<file path="config.mk">
export PLATFORM = sky130hd
export DESIGN_NAME = uart_tx_sched
export DESIGN_NICKNAME = d
export VERILOG_FILES = /design/src/rtl/uart_tx_sched.sv
export SDC_FILE = /design/constraint.sdc
export NUM_CORES = 1
export LEC_CHECK = 0
export ABC_CLOCK_PERIOD_IN_PS = 1900
export CELL_PAD_IN_SITES_DETAIL_PLACEMENT = 1
export CELL_PAD_IN_SITES_GLOBAL_PLACEMENT = 1
export CORE_MARGIN = 3
export CORE_UTILIZATION = 28
export CTS_CLUSTER_DIAMETER = 30
export DETAILED_ROUTE_END_ITERATION = 7
export GPL_TIMING_DRIVEN = 0
export PLACE_DENSITY_LB_ADDON = 0.2
export SLEW_MARGIN = 15
export SYNTH_ARGS = -nofsm -noshare
export SYNTH_HDL_FRONTEND = slang
export SYNTH_SLANG_ARGS = --single-unit
</file>
<file path="constraint.sdc">
create_clock -name CLK -period 1.9 [get_ports CLK]
set_input_delay 0.38 -clock CLK [delete_from_list [all_inputs] [get_ports CLK]]
set_output_delay 0.38 -clock CLK [all_outputs]
set_load 0.01 [all_outputs]
</file>
<file path="src/rtl/uart_tx_sched.sv">
`timescale 1ns/1ps
// uart_tx_sched
// Round-robin scheduler that shares one UART_Tx serializer between NUM_REQ
// byte producers. A byte is accepted over a valid/ready handshake while the
// scheduler is idle. It is then presented to UART_Tx with a one-cycle
// DATA_Valid pulse. The next byte is held off until UART_Tx's busy flag has
// risen and fallen again. A byte with REQ_LAST=0 locks the grant to its
// owner, so the frames of a multi-byte message are never interleaved with
// frames from other requesters.
//
// Ports
//   CLK, RST       system clock, synchronous active-high reset
//   REQ_VALID      per-requester byte available
//   REQ_DATA       requester i byte at [i*DATA_WIDTH +: DATA_WIDTH]
//   REQ_LAST       byte ends its message (0 keeps the grant locked)
//   REQ_READY      one-hot accept, combinational, only asserted in IDLE
//   GRANT          one-hot current/last owner, 0 when idle and unlocked
//   TX_P_DATA      registered byte to UART_Tx P_DATA
//   TX_DATA_VALID  one-cycle pulse to UART_Tx DATA_Valid
//   TX_BUSY        UART_Tx busy flag
//   TIMEOUT_ERR    one-cycle pulse: busy never rose after an issue
module uart_tx_sched #(
  parameter int NUM_REQ      = 4,
  parameter int DATA_WIDTH   = 8,
  parameter int BUSY_TIMEOUT = 4
) (
  input  logic                          CLK,
  input  logic                          RST,
  input  logic [NUM_REQ-1:0]            REQ_VALID,
  input  logic [NUM_REQ*DATA_WIDTH-1:0] REQ_DATA,
  input  logic [NUM_REQ-1:0]            REQ_LAST,
  output logic [NUM_REQ-1:0]            REQ_READY,
  output logic [NUM_REQ-1:0]            GRANT,
  output logic [DATA_WIDTH-1:0]         TX_P_DATA,
  output logic                          TX_DATA_VALID,
  input  logic                          TX_BUSY,
  output logic                          TIMEOUT_ERR
);

  localparam int PW = (NUM_REQ > 1) ? $clog2(NUM_REQ) : 1;
  localparam int CW = $clog2(BUSY_TIMEOUT + 1);
  localparam logic [PW:0]   NREQ     = (PW+1)'(NUM_REQ);
  localparam logic [CW-1:0] CNT_LAST = CW'(BUSY_TIMEOUT - 1);

  typedef enum logic [1:0] {IDLE, ISSUE, WAIT_START, WAIT_DONE} state_t;

  state_t                  state, state_nxt;
  logic [PW-1:0]           rr_ptr;
  logic [PW-1:0]           owner;
  logic                    lock;
  logic [CW-1:0]           to_cnt;

  logic                    win_found;
  logic [PW-1:0]           win_idx;
  logic [PW-1:0]           cand;
  logic [DATA_WIDTH-1:0]   win_data;
  logic [NUM_REQ-1:0]      win_onehot;
  logic                    accept;
  logic                    timeout_hit;
  logic                    done;

  // (base + off) modulo NUM_REQ; both operands are already below NUM_REQ,
  // so a single conditional subtraction suffices.
  function automatic logic [PW-1:0] rr_add(input logic [PW-1:0] base,
                                           input logic [PW-1:0] off);
    logic [PW:0] sum;
    sum = {1'b0, base} + {1'b0, off};
    if (sum >= NREQ) sum = sum - NREQ;
    return sum[PW-1:0];
  endfunction

  // Winner search. Walking the offsets downward and overwriting leaves the
  // smallest offset from rr_ptr as the winner without needing a break.
  always_comb begin
    win_found = 1'b0;
    win_idx   = '0;
    cand      = '0;
    if (lock) begin
      win_found = REQ_VALID[owner];
      win_idx   = owner;
    end else begin
      for (int k = NUM_REQ - 1; k >= 0; k--) begin
        cand = rr_add(rr_ptr, PW'(k));
        if (REQ_VALID[cand]) begin
          win_found = 1'b1;
          win_idx   = cand;
        end
      end
    end
  end

  always_comb begin
    win_data   = '0;
    win_onehot = '0;
    for (int i = 0; i < NUM_REQ; i++) begin
      if (win_idx == PW'(i)) begin
        win_data      = REQ_DATA[i*DATA_WIDTH +: DATA_WIDTH];
        win_onehot[i] = 1'b1;
      end
    end
  end

  always_comb begin
    state_nxt   = state;
    accept      = 1'b0;
    timeout_hit = 1'b0;
    done        = 1'b0;
    case (state)
      IDLE: begin
        // A busy flag seen here belongs to someone else and is ignored.
        if (win_found) begin
          accept    = 1'b1;
          state_nxt = ISSUE;
        end
      end
      ISSUE:      state_nxt = WAIT_START;
      WAIT_START: begin
        if (TX_BUSY) begin
          state_nxt = WAIT_DONE;
        end else if (to_cnt == CNT_LAST) begin
          timeout_hit = 1'b1;
          state_nxt   = IDLE;
        end
      end
      WAIT_DONE: begin
        if (!TX_BUSY) begin
          done      = 1'b1;
          state_nxt = IDLE;
        end
      end
      default: state_nxt = IDLE;
    endcase
  end

  assign REQ_READY     = accept ? win_onehot : '0;
  assign TX_DATA_VALID = (state == ISSUE);

  always_ff @(posedge CLK) begin
    if (RST) begin
      state       <= IDLE;
      rr_ptr      <= '0;
      owner       <= '0;
      lock        <= 1'b0;
      GRANT       <= '0;
      TX_P_DATA   <= '0;
      TIMEOUT_ERR <= 1'b0;
      to_cnt      <= '0;
    end else begin
      state       <= state_nxt;
      TIMEOUT_ERR <= timeout_hit;

      if (accept) begin
        TX_P_DATA <= win_data;
        owner     <= win_idx;
        GRANT     <= win_onehot;
        lock      <= ~REQ_LAST[win_idx];
      end

      if (state == ISSUE) begin
        to_cnt <= '0;
      end else if (state == WAIT_START && !TX_BUSY) begin
        to_cnt <= to_cnt + 1'b1;
      end

      // A timed-out byte was already acknowledged, so it is dropped and the
      // whole message is abandoned: the lock is released and the turn moves on.
      if (timeout_hit) begin
        lock   <= 1'b0;
        rr_ptr <= rr_add(owner, PW'(1));
        GRANT  <= '0;
      end

      // A locked owner keeps both its grant and the pointer between frames.
      if (done && !lock) begin
        rr_ptr <= rr_add(owner, PW'(1));
        GRANT  <= '0;
      end
    end
  end

endmodule

</file>
# [After elaboration in Yosys (flattened, before gate mapping)]
# Index checks and enable logic that the tools add are counted.
[classes] n_reduce_logical=11 n_addsub=10 n_eq_ne=10 bitwise_logic=1 n_mux=54 n_lt_le_gt_ge=11
[ops] cell="2-bit 2-to-1 mux" count=20
[ops] cell="8-bit 2-to-1 mux" count=4
[ops] cell="1-bit 2-to-1 mux" count=22
[ops] cell="2-bit by 3-bit < comparator with 1-bit output, second input constant" count=6
[ops] cell="1-bit binary-select mux with 2-bit select" count=6
[ops] cell="3-bit >= comparator, second input constant" count=4
[ops] cell="2-bit by 1-bit subtractor with 2-bit output, second input constant" count=5
[ops] cell="2-bit equality test, second input constant" count=4
[ops] cell="2-bit case mux with 4 select lines" count=1
[ops] cell="2-bit by 1-bit adder with 3-bit output, second input constant" count=2
[ops] cell="2-bit by 2-bit adder with 3-bit output, second input constant" count=2
[ops] cell="2-bit by 1-bit equality test with 1-bit output, second input constant" count=2
[ops] cell="2-bit zero test" count=2
[ops] cell="4-bit 2-to-1 mux" count=1
[ops] cell="2-bit != test, second input constant" count=2
[ops] cell="2-bit OR reduction" count=2
[ops] cell="3-bit by 1-bit adder with 3-bit output, second input constant" count=1
[ops] cell="3-bit by 2-bit equality test with 1-bit output, second input constant" count=1
[ops] cell="2-bit by 3-bit >= comparator with 1-bit output, second input constant" count=1
[ops] cell="3-bit != test, second input constant" count=1
[ops] cell="3-bit AND reduction" count=1
[ops] cell="3-bit OR reduction" count=1
[ops] cell="1-bit logical AND" count=2
[ops] cell="1-bit zero test" count=2
[ops] cell="other kinds (2)" count=2
[totals] reg_bits=23 input_bits=43 out_inout_bits=18 word_cells=105

# [Longest topological paths before layout]
[depth] word_depth=16 ltp_mapped=7 mapped_depth_nobuf=7

# [Worst setup path before layout]
# OpenSTA, ideal clock, no wires.
[synth_timing] kind="register -> output" startpoint="register owner[0]" endpoint="output port REQ_READY[0]" t_required_ns=1.520 path_slack_ns=-0.063 n_path_buf=1 arrival_ns=1.583 stages_incl_launch_ff=7 cell_sequence="dfxtp_1 -> mux4_1 -> nor2_1 -> or4_4 -> buf_6 -> nor2_8 -> and2_1"
[synth_via] elab_chain_len=6 word_cells_on_any_way=9 cone_classes="mux (8); reduce/logical (1)"
[synth_lines] element="start: declaration" line_no="49" text="logic [PW-1:0] owner;"
[synth_lines] element="start signal: assignment" line_no="154" text="owner <= win_idx;"
[synth_lines] element="1-bit binary-select mux with 2-bit select" line_no="79" text="win_found = REQ_VALID[owner];"
[synth_lines] element="1-bit 2-to-1 mux (implied by the code)" line_no="79"
[synth_lines] element="1-bit 2-to-1 mux" line_no="78" text="if (lock) begin"
[synth_lines] element="1-bit 2-to-1 mux" line_no="111" text="if (win_found) begin"
[synth_lines] element="1-bit 2-to-1 mux" line_no="108" text="case (state)"
[synth_lines] element="4-bit 2-to-1 mux *" line_no="135" text="assign REQ_READY = accept ? win_onehot : '0;"
[synth_lines] element="end: declaration" line_no="32" text="output logic [NUM_REQ-1:0] REQ_READY,"
# Mark *: on every way between the ends. The rest lies on a longest branch, timed or not. The select of a mux whose other input is x is not followed.

# [Worst setup path in the final report]
# Ends and elaborated chain as after synthesis.

==> metrics.csv <==
stage;metric;value;unit
outcome;status;finished with violations;
outcome;failing checks;negative setup slack;
clocking;Clock Tree Buf Depth;2;
sta;unrepaired setup endpoints after global routing;true;
sta;Hold Slack;0.469;ns
detailed_routing;Residual DRC;0;
floorplan;I/O pins;61;
synth;Post-Syn Area;1480;sq um
critical_path;CP endpoint kind;primary output;
clocking;H-tree Lvls;1;
grt;GR Util All Layers;16.2;%
detailed_routing;Avg WL per Cell;15.9;um
clocking;Num CTS Buffers;3;
synth;register bit count reported by yosys;23;
synth;Yosys cell types;36;
pwr;Seq pwr share;27.1;%
clocking;Reg clk slew, reported paths;0.09;ns
cells_and_area;commonest non-fill, non-tap cells in the layout;51 x clkdlybuf4s50_1, 21 x mux2i_1, 19 x dfxtp_1, 19 x buf_4, 13 x nor2_1;
grt;largest net degree at the start of global routing;14;
place;post-DP HPWL;3.36;mm
detailed_routing;Avg Vias per Cell;4.76;
synth;sequential share of the synthesized area;31.2;%
cells_and_area;Final Non-Filler Cells;315;
critical_path;Setup Crit Path Kind;flip-flop to primary output;
detailed_routing;total number of vias;1498;
cells_and_area;commonest non-fill, non-tap cell in the layout;clkdlybuf4s50_1;
floorplan;core box area;4910;sq um
detailed_routing;initial drt markers;53;
sta;Slew headroom;61.4;%
cells_and_area;layout cells sized above 1;32.7;%
detailed_routing;DR pass1 iterations;4;
pwr;Gate power share;60.1;%
cells_and_area;fin nets;294;
pwr;Switching Fraction;37.2;%
detailed_routing;drt total wl;5.00;mm
floorplan;Initial Util;30.0;%
grt;vias in the first global route;1561;
critical_path;CP max stage delay;0.54;ns
synth;synth warn;0;
clocking;CTS Hold Bufs;0;
clocking;Root Buffer;clkbuf_8;
synth;synthesized area per cell;8.94;sq um
sta;final worst slack;-0.425;ns
sta;Tcrit/Tclk final;122;%
grt;gr ovfl total;0;
grt;first-pass GRT wire length;7.85;mm
sta;Clock Skew;0.00326;ns
cells_and_area;ant diodes;0;
sta;Final setup viols;17;
place;placed instance count;292;
pwr;P_int;1.63;mW
clocking;CTS tree;yes;
pwr;Power Dens Cells;1030;nW/um^2
pwr;clock share of power;12.8;%
critical_path;Data required, critical path;1.52;ns
critical_path;Worst Path Max Fanout;3;
flow_run;max-cap violation count;0;
clocking;clk_lat worst skew;0.27;ns
synth;Net Count, Synth;210;
pwr;Pleak;1.03;nW
sta;achievable frequency;430;MHz
critical_path;slowest cell on the critical path;or4_4;
sta;Hold Fails Final Rpt;0;
synth;cell count after synthesis;165;
critical_path;crit path cell chain;mux4_2 > nor2_4 > or4_4 > nor2_8 > and2_4 > buf_6;
cells_and_area;Area Growth Syn to Fin;69.6;%
place;I/O Buffers;60;
sta;minimum clock period;2.33;ns
critical_path;Worst EP arrival;1.95;ns
sta;Final Slew Violations;0;
pwr;VDD IR max;0.000440;V
floorplan;area of the die;6180;sq um
detailed_routing;Routed Antenna Nets;0;
place;RePlAce Congestion;0.775;
clocking;CTS sink cnt;23;
critical_path;crit start category;flip-flop;
worst_hold_path;worst min-delay path class;flip-flop to flip-flop;
floorplan;Die W;78.6;um
pwr;Tot Pwr;2.59;mW
floorplan;Die Y;78.6;um
pwr;Sw Pwr;0.962;mW
sta;Tightest Pin Transition;0.579;ns
grt;initial antenna violation count;0;
floorplan;num rows;25;
[synthesized netlist by cell type]
cell type | instances | share of area (%)
a21oi_1 | 15 | 5.1
nand2b_2 | 1 | 0.59
nand3b_1 | 2 | 1.0
nor4_2 | 1 | 0.85
mux2_2 | 8 | 6.1
a2bb2oi_1 | 2 | 1.2
a22oi_1 | 1 | 0.51
mux2i_1 | 21 | 14
o22ai_2 | 1 | 0.85
clkbuf_1 | 3 | 0.76
or2_2 | 1 | 0.42
o21a_1 | 1 | 0.51
buf_1 | 1 | 0.25
or4_4 | 1 | 0.76
o211ai_1 | 1 | 0.51
dfxtp_1 | 23 | 31
ha_1 | 2 | 1.7
mux4_1 | 1 | 1.8
nor2_1 | 16 | 4.1
nor2_8 | 1 | 1.4
nand2_1 | 10 | 2.5
buf_6 | 2 | 1.5
or4_1 | 1 | 0.51
and2_1 | 1 | 0.42
a21oi_2 | 2 | 1.2
inv_1 | 7 | 1.8
nand3_1 | 2 | 0.68
o21ai_1 | 8 | 2.7
buf_2 | 1 | 0.34
o21ai_0 | 6 | 2.0
nand2b_1 | 6 | 2.5
nand3b_2 | 8 | 6.1
buf_4 | 2 | 1.0
nor2b_1 | 4 | 1.7
xnor2_1 | 1 | 0.59
a211oi_1 | 1 | 0.51
[power groups by stage]
stage	clock, mW	sequential (mW)	combinational [mW]
after detailed placement	0	0.688	1.16
after global placement	0	0.685	1.14
after floorplan	0	0.709	0.678
after CTS	0.342	0.693	1.33
final	0.331	0.701	1.56
after global routing	0.356	0.722	1.68
[flip-flops by register name, indices dropped and copies added (netlist names)]
signal	cells
TX_P_DATA	8
GRANT	4
to_cnt	3
owner	2
rr_ptr	2
state	2
TIMEOUT_ERR	1
lock	1
[worst max-delay path: cells and delay by family, from the launching register on]
family	cells	cell delay, ns
mux	1	0.37
flops	1	0.36
buf+inv	1	0.09
simple gates	4	0.86
[worst paths after layout]
check	to	slack [ns]	startpoint	cells past startpoint
setup / recovery	REQ_READY[0]	-0.43	owner[0]	6
hold / removal	GRANT[2]	0.47	GRANT[2]	2
setup reg to reg	GRANT[3]	-0.27	owner[0]	12
hold reg to reg	GRANT[2]	0.47	GRANT[2]	2
[routing by layer]
layer	vias to the layer above	track usage, %	wire length [um]
met5	-	0	0
met4	0	4.37	34
met3	4	4.13	211
met2	32	30.5	2780
met1	714	17.8	1970
li1	748	-	-
[repair_timing]
item                                    4_1_cts  5_1_grt
endpoints found under the hold margin         0        0
buffers inserted                             19        4
endpoints found under the setup margin       21       19
gates resized for setup                      47       29
gates cloned                                  0        1
pin swaps                                    11        9
[layout make-up]
class                   instances  area, sq um
fillers                       585         2410
multi-input cells             126         1030
repair buffers                 81          777
flip-flops and latches         23          473
well taps                      67         83.8
plain buffers                   7         65.1
clock buffers                   3         41.3
inverters                       7         26.3
clock inverters                 1         5.00
[kinds of logic after synthesis]
kind of cell	share of synthesized area, %
DFF	31.2
muxes	22.1
AOI/OAI and AO/OA	15.1
adders and majority gates	1.70
buffers and inverters	5.68
and+or+nand+nor	23.6
xor gates and xnor gates	0.594
[per-stage QoR]
step	setup slack [ns]	TNS, ns	area, sq um	util [%]
4_1_cts	-0.500	-1.98	2360	48.2
3_5_place_dp	-1.25	-13.34	2160	44.1
2_1_floorplan	-0.0265	-0.0440	1480	-
3_3_place_gp	-1.25	-13.03	2160	44.1
6_report	-0.425	-2.45	2500	50.9
5_1_grt	-0.478	-3.75	2500	50.9
Note: power is estimated with default switching activity, not from simulation.
